File: src/rtl/fire_expand3_pkg.sv
`default_nettype none
// ============================================================================
//  Module  : fire_expand3_pkg
//  Purpose : Shared types and helpers for the fire4/fire5 expand-3x3
//            sequencing controller.
//            fx3_state_t : controller state encoding
//            fx3_layer_t : which layer currently owns the MAC array
//            mac_len()   : accumulate cycles per output pixel
//  Revision: 1.0  initial release
// ============================================================================
package fire_expand3_pkg;

  typedef enum logic [2:0] {
    ST_IDLE    = 3'd0,
    ST_RUN     = 3'd1,
    ST_WAIT_WB = 3'd2,
    ST_CLR     = 3'd3,
    ST_DONE    = 3'd4
  } fx3_state_t;

  typedef enum logic {
    L4 = 1'b0,
    L5 = 1'b1
  } fx3_layer_t;

  // One output pixel needs a full kernel window over every input channel.
  function automatic int mac_len(input int kernel_dim, input int chin);
    return kernel_dim * kernel_dim * chin;
  endfunction

endpackage
`default_nettype wire

File: src/rtl/fire_expand3_win_ctr.sv
`default_nettype none
// ============================================================================
//  Module  : fire_expand3_win_ctr
//  Purpose : Window counters for the expand-3x3 engine: weight-ROM address
//            within the current pixel, and pixels completed in the layer.
//  Ports   : clk, rst        clock / async active-high reset
//            i_clr           clear both counters (layer boundary)
//            i_addr_en       advance rom address by one
//            i_addr_wrap     return rom address to 0 (takes priority)
//            i_pix_inc       one more pixel completed
//            o_rom_addr      current weight-ROM address
//            o_addr_last     rom address is the final MAC of the pixel
//            o_pix_cnt       pixels completed
//  Revision: 1.0  initial release
// ============================================================================
module fire_expand3_win_ctr #(
  parameter int MAC_LEN = 288,
  parameter int AW      = 9,
  parameter int PW      = 11
) (
  input  logic          clk,
  input  logic          rst,
  input  logic          i_clr,
  input  logic          i_addr_en,
  input  logic          i_addr_wrap,
  input  logic          i_pix_inc,
  output logic [AW-1:0] o_rom_addr,
  output logic          o_addr_last,
  output logic [PW-1:0] o_pix_cnt
);

  localparam logic [AW-1:0] c_ADDR_LAST = AW'(MAC_LEN - 1);

  logic [AW-1:0] r_rom_addr;
  logic [PW-1:0] r_pix_cnt;

  always_ff @(posedge clk or posedge rst) begin
    if (rst) begin
      r_rom_addr <= '0;
      r_pix_cnt  <= '0;
    end else if (i_clr) begin
      r_rom_addr <= '0;
      r_pix_cnt  <= '0;
    end else begin
      if (i_addr_wrap) begin
        r_rom_addr <= '0;
      end else if (i_addr_en) begin
        r_rom_addr <= r_rom_addr + 1'b1;
      end
      if (i_pix_inc) begin
        r_pix_cnt <= r_pix_cnt + 1'b1;
      end
    end
  end

  assign o_rom_addr  = r_rom_addr;
  assign o_pix_cnt   = r_pix_cnt;
  assign o_addr_last = (r_rom_addr == c_ADDR_LAST);

endmodule
`default_nettype wire

File: src/rtl/fire_expand3_sched.sv
`default_nettype none
// ============================================================================
//  Module  : fire_expand3_sched
//  Purpose : Sequencing controller for the shared 128-MAC fire4/fire5
//            expand-3x3 engine. Latches layer start requests, arbitrates the
//            MAC array (fire4 first, since fire5 consumes its output), walks
//            each output pixel through MAC_LEN accumulate cycles followed by a
//            one-cycle clear/sample, and holds the layer finish flag until the
//            output RAM acknowledges writeback.
//  Ports   : clk, rst                  clock / async active-high reset
//            fire4_start, fire5_start  one-cycle layer run requests
//            ifm_stall                 input pixel not available this cycle
//            wb_busy                   output RAM cannot take a sample
//            ram_feedback_4/_5         RAM has consumed that layer's results
//            fire4/5_expand_3_en       MAC accumulate enables
//            rom_addr                  weight-ROM address (same cycle as en)
//            mac_clr, ofm_sample       accumulator clear / output strobe
//            pix_cnt                   pixels completed in current layer
//            fire4/5_expand_3_finish   layer done, awaiting RAM feedback
//            busy                      controller not idle
//  Revision: 1.0  initial release
// ============================================================================
module fire_expand3_sched
  import fire_expand3_pkg::*;
#(
  parameter  int WOUT       = 32,
  parameter  int CHIN       = 32,
  parameter  int KERNEL_DIM = 3,
  localparam int MAC_LEN    = mac_len(KERNEL_DIM, CHIN),
  localparam int AW         = $clog2(MAC_LEN),
  localparam int PW         = $clog2(WOUT * WOUT) + 1
) (
  input  logic          clk,
  input  logic          rst,
  input  logic          fire4_start,
  input  logic          fire5_start,
  input  logic          ifm_stall,
  input  logic          wb_busy,
  input  logic          ram_feedback_4,
  input  logic          ram_feedback_5,
  output logic          fire4_expand_3_en,
  output logic          fire5_expand_3_en,
  output logic [AW-1:0] rom_addr,
  output logic          mac_clr,
  output logic          ofm_sample,
  output logic [PW-1:0] pix_cnt,
  output logic          fire4_expand_3_finish,
  output logic          fire5_expand_3_finish,
  output logic          busy
);

  localparam logic [PW-1:0] c_PIX_TOTAL = PW'(WOUT * WOUT);

  fx3_state_t    r_state;
  fx3_layer_t    r_layer;
  logic          r_pend4;
  logic          r_pend5;

  logic          w_idle;
  logic          w_take4;
  logic          w_take5;
  logic          w_step;
  logic          w_addr_last;
  logic          w_fb_sel;
  logic          w_leave_done;
  logic [PW-1:0] w_pix_next;
  logic          w_last_pix;

  // --------------------------------------------------------------------------
  // Arbitration and transition conditions
  // --------------------------------------------------------------------------
  assign w_idle       = (r_state == ST_IDLE);
  assign w_take4      = w_idle & r_pend4;
  assign w_take5      = w_idle & ~r_pend4 & r_pend5;
  assign w_step       = (r_state == ST_RUN) & ~ifm_stall;
  assign w_fb_sel     = (r_layer == L4) ? ram_feedback_4 : ram_feedback_5;
  assign w_leave_done = (r_state == ST_DONE) & w_fb_sel;
  assign w_pix_next   = pix_cnt + 1'b1;
  assign w_last_pix   = (w_pix_next == c_PIX_TOTAL);

  // --------------------------------------------------------------------------
  // Controller FSM, layer select and sticky request bits
  // --------------------------------------------------------------------------
  always_ff @(posedge clk or posedge rst) begin
    if (rst) begin
      r_state <= ST_IDLE;
      r_layer <= L4;
      r_pend4 <= 1'b0;
      r_pend5 <= 1'b0;
    end else begin
      // A new start wins over the clear of the same bit, so a request that
      // lands on the arbitration cycle still produces another run later.
      r_pend4 <= fire4_start | (r_pend4 & ~w_take4);
      r_pend5 <= fire5_start | (r_pend5 & ~w_take5);

      case (r_state)
        ST_IDLE: begin
          if (w_take4) begin
            r_layer <= L4;
            r_state <= ST_RUN;
          end else if (w_take5) begin
            r_layer <= L5;
            r_state <= ST_RUN;
          end
        end
        ST_RUN: begin
          if (w_step && w_addr_last) begin
            r_state <= wb_busy ? ST_WAIT_WB : ST_CLR;
          end
        end
        ST_WAIT_WB: begin
          if (!wb_busy) begin
            r_state <= ST_CLR;
          end
        end
        ST_CLR: begin
          r_state <= w_last_pix ? ST_DONE : ST_RUN;
        end
        ST_DONE: begin
          if (w_fb_sel) begin
            r_state <= ST_IDLE;
          end
        end
        default: r_state <= ST_IDLE;
      endcase
    end
  end

  // --------------------------------------------------------------------------
  // Address / pixel counters. Counters are cleared while idle and on the
  // DONE exit edge so pix_cnt already reads 0 on the first IDLE cycle.
  // --------------------------------------------------------------------------
  fire_expand3_win_ctr #(
    .MAC_LEN (MAC_LEN),
    .AW      (AW),
    .PW      (PW)
  ) u_win_ctr (
    .clk         (clk),
    .rst         (rst),
    .i_clr       (w_idle | w_leave_done),
    .i_addr_en   (w_step),
    .i_addr_wrap (w_step & w_addr_last),
    .i_pix_inc   (r_state == ST_CLR),
    .o_rom_addr  (rom_addr),
    .o_addr_last (w_addr_last),
    .o_pix_cnt   (pix_cnt)
  );

  // --------------------------------------------------------------------------
  // Output decode of registered state/layer; enables also gate on the stall
  // so a stalled cycle never accumulates.
  // --------------------------------------------------------------------------
  assign fire4_expand_3_en     = w_step & (r_layer == L4);
  assign fire5_expand_3_en     = w_step & (r_layer == L5);
  assign mac_clr               = (r_state == ST_CLR);
  assign ofm_sample            = (r_state == ST_CLR);
  assign fire4_expand_3_finish = (r_state == ST_DONE) & (r_layer == L4);
  assign fire5_expand_3_finish = (r_state == ST_DONE) & (r_layer == L5);
  assign busy                  = ~w_idle;

endmodule
`default_nettype wire

File: config.mk
export PLATFORM = sky130hd
export DESIGN_NAME = fire_expand3_sched
export DESIGN_NICKNAME = d
export VERILOG_FILES = /design/src/rtl/fire_expand3_pkg.sv /design/src/rtl/fire_expand3_win_ctr.sv /design/src/rtl/fire_expand3_sched.sv
export SDC_FILE = /design/constraint.sdc
export NUM_CORES = 1
export LEC_CHECK = 0
export ABC_AREA = 1
export CAP_MARGIN = 20
export CORE_ASPECT_RATIO = 0.6
export CORE_MARGIN = 2
export CORE_UTILIZATION = 49
export DETAILED_ROUTE_END_ITERATION = 8
export PLACE_DENSITY = 0.85
export SETUP_SLACK_MARGIN = 0.15
export SLEW_MARGIN = 0
export SYNTH_ARGS = -nofsm -noshare
export SYNTH_HDL_FRONTEND = slang
export SYNTH_SLANG_ARGS = --single-unit
File: constraint.sdc
create_clock -name clk -period 1.9 [get_ports clk]
set_input_delay 0.19 -clock clk [delete_from_list [all_inputs] [get_ports clk]]
set_output_delay 0.19 -clock clk [all_outputs]
set_load 0.005 [all_outputs]
Word level (Yosys, flattened, before mapping). Index checks and enable logic that the tools add are counted. Widths: inputs -> output; s select.

Add/sub/neg operators: 2. Eq/ne operators: 10. Multiplexer cells: 16. Bitwise operators: 21. Reductions and logical operators: 7.

Operator list (count): $mux 9 (3); $mux 11 (2); $mux 3 (6); $pmux 3 s5 (1); $and 1x1->1 (12); $add 11x1->11 const B (1); $eq 11x11->1 const B (1); $add 9x1->9 const B (1); $eq 9x9->1 const B (1); $eq 3x2->1 const B (2); $not 1->1 (6); $mux 1 (4); $ne 2x2->1 const B (2); $reduce_and 4->1 (1); $reduce_bool 2->1 (2); $eq 3x1->1 const B (1); $eq 3x3->1 const B (1); $logic_not 3->1 (1); $ne 3x1->1 const B (1); $or 1x1->1 (3); $reduce_bool 3->1 (1); $ne 2x1->1 const B (1); $reduce_and 2->1 (1); $logic_and 1x1->1 (1).

Bits in registers: 26. Bits of input ports: 8. Word-level logic and storage cells: 62.

Depth between registers and ports, before layout. Gate-level depths: netlist (run 1).

Depth in word-level cells: 6. Mapped depth: 13.

Modules after synthesis. A second synthesis (run 1) with hierarchy kept.

Cells, all modules: 217. Area total of the unflattened synthesis: 1540.2 µm².

Modules (own cells, without submodules): fire_expand3_win_ctr (instances 1, cells an instance 146, area each 1093.5 µm²); fire_expand3_sched (instances 1, cells an instance 71, area each 446.7 µm²).

Least setup slack after synthesis (run 1). OpenSTA, ideal clock, no wires.

Kind: flip-flop to flip-flop. Start: register u_win_ctr.r_pix_cnt[0], in the netlist u_win_ctr.o_pix_cnt[0]. End: register r_state[0]. Setup time: 0.117 ns. Arrival time: 1.394 ns. Required time: 1.783 ns. Path slack: 0.389 ns. Stages on the path, launching flop included: 13. Path buffers: 0. Cells stage by stage: dfrtp_1 > ha_1 > nand3_1 > nor2_1 > nand3_1 > nand2_1 > nand2_1 > nor2_1 > nand2_1 > nand2_1 > nand2_1 > nand2_1 > nand2_1.

Cells in the longest elaborated chain, start to end: 4.

Ends and longest elaborated chain: from (decl) (RTL line fire_expand3_win_ctr.sv:35) `logic [PW-1:0] r_pix_cnt;`; from (signal assigned) (RTL line fire_expand3_win_ctr.sv:51) `r_pix_cnt <= r_pix_cnt + 1'b1;`; $add 11x1->11 (RTL line fire_expand3_sched.sv:78) `assign w_pix_next = pix_cnt + 1'b1;`; $eq 11x11->1 (RTL line fire_expand3_sched.sv:79) `assign w_last_pix = (w_pix_next == c_PIX_TOTAL);`; $mux 3 (RTL line fire_expand3_sched.sv:117) `r_state <= w_last_pix ? ST_DONE : ST_RUN;`; $pmux 3 s5 (RTL line fire_expand3_sched.sv:96) `case (r_state)`; to (signal assigned) (RTL line fire_expand3_sched.sv:108) `r_state <= wb_busy ? ST_WAIT_WB : ST_CLR;`; to (signal assigned) (RTL line fire_expand3_sched.sv:117); to (decl) (RTL line fire_expand3_sched.sv:54) `fx3_state_t r_state;`.

No other way between the ends. A chain may end at the register's enable or synchronous reset.

Worst setup path after layout (run 1).
Start: register r_state[2]. End: output ofm_sample.

Cells in the longest elaborated chain, start to end: 1.

Ends and longest elaborated chain: $eq 3x2->1 (RTL line fire_expand3_sched.sv:156) `assign ofm_sample = (r_state == ST_CLR);`; to (decl) (RTL line fire_expand3_sched.sv:45) `output logic ofm_sample,`.

No other way between the ends.

==> metrics.csv, run 1 <==
metric,value,unit
cp-start-kind,flip-flop,
total_power,2.154,mW
synth.most_common_cell,nand2_1,
maxCapViolCount,0,
worst-path-max-fanout,5,
routed_wl,3681,um
cts_made_buffers,3,
clkLatencyLatePin,0.27,ns
grt_max_degree,27,
power_leakage,1.016,nW
finalSetupViolations,0,
clk_pin_slew_worst_paths,0.09,ns
rsz0062_at_grt,true,
relSlewSlack,0.7711,
dp_hpwl,2598,um
fillers,225,
netlist_area,0.001515,mm2
power_density,1037,mW/mm2
initial_core_util,0.5209,
required,1.71,ns
finalCriticalPeriod,1.868,ns
n_antenna_cell,0,
netlist.top_cell.by_area,dfrtp_1,
maxSlewViolCount,0,
core,0.002909,mm2
skew,0.009976,ns
ys.flop_type,dfrtp_1,
seq_area_frac_synth,0.4294,
yosysWarningCount,0,
dpl-instance-area,0.001918,mm2
antenna_found_initial,0,
netlist.area_leader.share,0.4294,
worst-r2r-cell-count,11,
clock_sinks,26,
grt_pass1_vias,1253,
die_area,0.003568,mm2
fin_cells,301,
multi_input_area,757.0,um2
synth_nets,221,
drc_errors,0,
synthDistinctLibCells,28,
synth_edf_count,0,
area_growth_syn_to_layout,37.08,%
status,finished clean,
avgSynthCellArea,7.181,um2
critPathArrivalTime,1.68,ns
fmax,0.5354,GHz
ys_seq_elements,26,
row_count,15,
synth_area_leaders,"dfrtp_1 (43%), nand2_1 (14%), inv_1 (8.2%)",
cts-root-buf,clkbuf_8,
tightest_slew,0.3407,ns
synthArstFlopShare,1.000,
num_vias,1545,
die_w,75.79,um
cp-startpoint,r_state[2],
port_buffers,34,
via_per_inst,5.133,
fin_nets,271,
cp-end-kind,output port,
htree_levels,1,
io_pins,35,
drive_gt1_frac,0.1544,
synth_common_cells,"nand2_1 (55), inv_1 (33), dfrtp_1 (26)",
final-hold-violation-count,0,
place_inst,288,
rr_startpoint,r_state[0],
track_usage,0.2151,
drt_first_pass_iters,5,
fin_crit_sh,0.9831,
preCtsSetupSlack,0.1671,ns
fp.dieH,47.08,um
syn_inst,211,
clk_path_buf_depth,2,
drtAntennaViolNets,0,
ir_drop,0.6352,mV
ff_latch_area,654.4,um2
fin_area,0.002077,mm2
cts_tree,yes,
finalCoreUtilization,0.7140,
gp_congestion,0.9084,
path_class,flip-flop to output port,
grt_pass1_wl,5692,um
finalWorstSetupSlack,0.03217,ns
hp-class,primary input to asynchronous set/reset pin,
overflow,0,
wl_per_cell,12.23,um
dr.first_iter.drc_count,148,
critical path: stages, from the launching register on:
cell and delay (ns):
dfrtp_2 0.46, nor3_1 0.26, buf_4 0.19, clkdlybuf4s50_1 0.51
metal layers:
layer	GRT usage	part of all wire	wire, um	up-vias
met5	0	0	0	-
met4	0.05614	0.012	43	0
met3	0.05365	0.071	261	4
met2	0.3052	0.43	1570	68
met1	0.3284	0.49	1806	704
li1	-	-	-	769
final timing paths:
kind / end / slack [ns]
worst max-delay path: ofm_sample / 0.03
worst min-delay path: u_win_ctr.o_pix_cnt[9] / 0.26
worst max register to register: r_state[1] / 0.27
worst min register to register: r_pend5 / 0.51
max in group asynchronous: r_state[2] / 1.36
min in group clk: r_pend5 / 0.48
placed cells by master, fill, tap and decap left out, types with 6 or more instances in the layout:
cell             Yosys  layout
buf_4                1      13
clkdlybuf4s50_1      0      30
dfrtp_1             26      23
inv_1               33      31
nand2_1             55      52
nand2_2              4       7
nand3_1             17      16
nor2_1              25      21
nor3_1               6       6
o21ai_0             14      14
cell type report:
cell class              count  area share
clock buffers               3     0.01988
inverters                  35     0.06325
multi-input cells         148      0.3645
flip-flops and latches     26      0.3151
well taps                  42     0.02530
repair buffers             47      0.2120
state kept, by name, summed over array words and instances, names as in the netlist:
register              flops
r_layer                   1
r_pend4                   1
r_pend5                   1
r_state                   3
u_win_ctr.o_pix_cnt      11
u_win_ctr.o_rom_addr      9
power breakdown:
part	total, mW	switching [mW]	internal [mW]
Combinational	1.08	0.588	0.489
Sequential	0.767	0.104	0.664
Clock	0.310	0.168	0.142
stage by stage:
stage	hold slack (ns)	setup TNS, ns
after floorplan	0.2300	0
after global placement	0.4821	0
after detailed placement	0.4887	0
after CTS	0.2755	0
after global routing	0.3110	-0.07661
final	0.2573	0
cell families after synthesis:
group	count (synthesis)	synth area share
compound gates	28	0.1098
xor+xnor	2	0.01156
fa+ha+maj	2	0.01651
buf+inv	37	0.09496
flops	26	0.4294
simple gates	116	0.3378
what timing repair did:
item,in CTS,in global routing
pin swaps,2,3
buffers inserted,3,7
resized for setup,9,11
hold buffers,0,0
endpoints found under the setup margin,8,9
gates cloned,0,0
Note: power is estimated with default switching activity, not from simulation.
==> run 2, diff against run 1 <==
REMOVE_ABC_BUFFERS = 1   (was not set)
==> metrics.csv, run 2 (synthesized netlist as in run 1, its figures left out) <==
metric,value,unit
fin_crit_sh,0.9516,
fin_cells,296,
n_antenna_cell,0,
finalCoreUtilization,0.7075,
layout_commonest_cell,nand2_1,
wl_per_cell,13.39,um
fillers,241,
cts-root-buf,clkbuf_8,
place_inst,288,
drt_first_pass_iters,4,
layout_common_cells,"nand2_1 (54), inv_1 (31), clkdlybuf4s50_1 (30), dfrtp_1 (24), nor2_1 (21)",
grt.met2_usage,0.3466,
clk_pin_slew_worst_paths,0.10,ns
path_class,flip-flop to output port,
tightest_slew,0.3523,ns
slowest_delay,0.50,ns
initial_core_util,0.5209,
slowest_stage,clkdlybuf4s50_1,
cp_cell_sequence,"nor3_1, buf_4, clkdlybuf4s50_1",
preCtsSetupSlack,0.2020,ns
clock_sinks,26,
finalSetupViolations,0,
dr.first_iter.drc_count,111,
cp-start-kind,flip-flop,
maxSlewViolCount,0,
fin_area,0.002058,mm2
routed_wl,3964,um
via_per_inst,5.149,
multi_input_area,754.5,um2
drc_errors,0,
grt.busiest_layer,met1,
largest_register_ffs,11,
area_growth_syn_to_layout,35.84,%
cts_tree,yes,
tns,0,ns
ff_latch_area,653.1,um2
cts_made_buffers,3,
die_area,0.003568,mm2
drtAntennaViolNets,0,
core,0.002909,mm2
dp_hpwl,2846,um
die_w,75.79,um
status,finished clean,
postCtsHoldBufs,0,
final-hold-violation-count,0,
ir_drop,0.6126,mV
fp.dieH,47.08,um
grt_use_met1,0.3622,
grt_pass1_vias,1331,
dpl-instance-area,0.001918,mm2
finalWorstSetupSlack,0.09187,ns
num_vias,1524,
hp-class,primary input to asynchronous set/reset pin,
clkLatencyLatePin,0.27,ns
gp_congestion,0.9102,
critPathBufInv,2,
crit_family,buffers and inverters,
row_count,15,
skew,0.004402,ns
port_buffers,34,
drive_gt1_frac,0.1220,
maxCapViolCount,0,
fin_nets,265,
track_usage,0.2371,
clk_path_buf_depth,2,
grt_max_degree,27,
io_pins,35,
grt_pass1_wl,6168,um
critPathArrivalTime,1.62,ns
worst-r2r-cell-count,10,
relSlewSlack,0.7633,
cp-end-kind,output port,
overflow,0,
power_density,1109,mW/mm2
worst-path-stages,3,
power_leakage,1.003,nW
fmax,0.5531,GHz
worst-path-max-fanout,6,
antenna_found_initial,0,
rsz0062_at_grt,true,
htree_levels,1,
required,1.71,ns
finalCriticalPeriod,1.808,ns
grt_use_met3,0.06867,
[run 2: final timing paths]
check                      slack [ns]                       to        start
setup / recovery                 0.09                  mac_clr   r_state[2]
hold / removal                   0.27  u_win_ctr.o_rom_addr[7]          rst
setup reg to reg                 0.14               r_state[1]   r_state[1]
hold reg to reg                  0.54                  r_pend5      r_pend5
max in group asynchronous        1.36               r_state[2]          rst
min in group clk                 0.50                  r_pend4  fire4_start
[run 2: what timing repair did]
action,in CTS,in global routing
setup endpoints to repair,7,10
hold endpoints to repair,0,0
buffers inserted,2,2
gates resized for setup,7,10
pin swaps,1,1
[run 2: stage by stage]
stage	hold slack, ns	total power, mW
5_1_grt	0.3139	2.432
3_3_place_gp	0.4864	1.667
3_5_place_dp	0.5045	1.699
6_report	0.2660	2.283
2_1_floorplan	0.2300	1.282
4_1_cts	0.2739	2.219
[run 2: area by class of cell]
| cell class | instances | area share |
|---|---|---|
| multi-input combinational | 148 | 0.3666 |
| sequential | 26 | 0.3173 |
| timing repair buffer | 41 | 0.1921 |
| inverter | 35 | 0.06383 |
| tap | 42 | 0.02553 |
| clock buffer | 3 | 0.02006 |
| clock inverter | 1 | 0.01459 |
[run 2: worst min-delay path: cells and delay by family]
kind     cells  cell delay (ns)
buf+inv      3             0.76
[run 2: routing by layer]
layer	up-vias	part of all wire
met2	67	0.42
met3	2	0.10
li1	766	-
met4	0	0.0020
met1	689	0.47
met5	-	0
[run 2: report_power, final]
part / total (mW) / internal [mW] / switching [mW]
Sequential: 0.781 / 0.663 / 0.118
Clock: 0.466 / 0.282 / 0.185
Combinational: 1.04 / 0.452 / 0.584
==> run 3, diff against run 2 <==
SKIP_LAST_GASP = 1   (was not set)
==> results of run 3 <==
The final DEF is identical to that of run 2; final timing and power are the same.
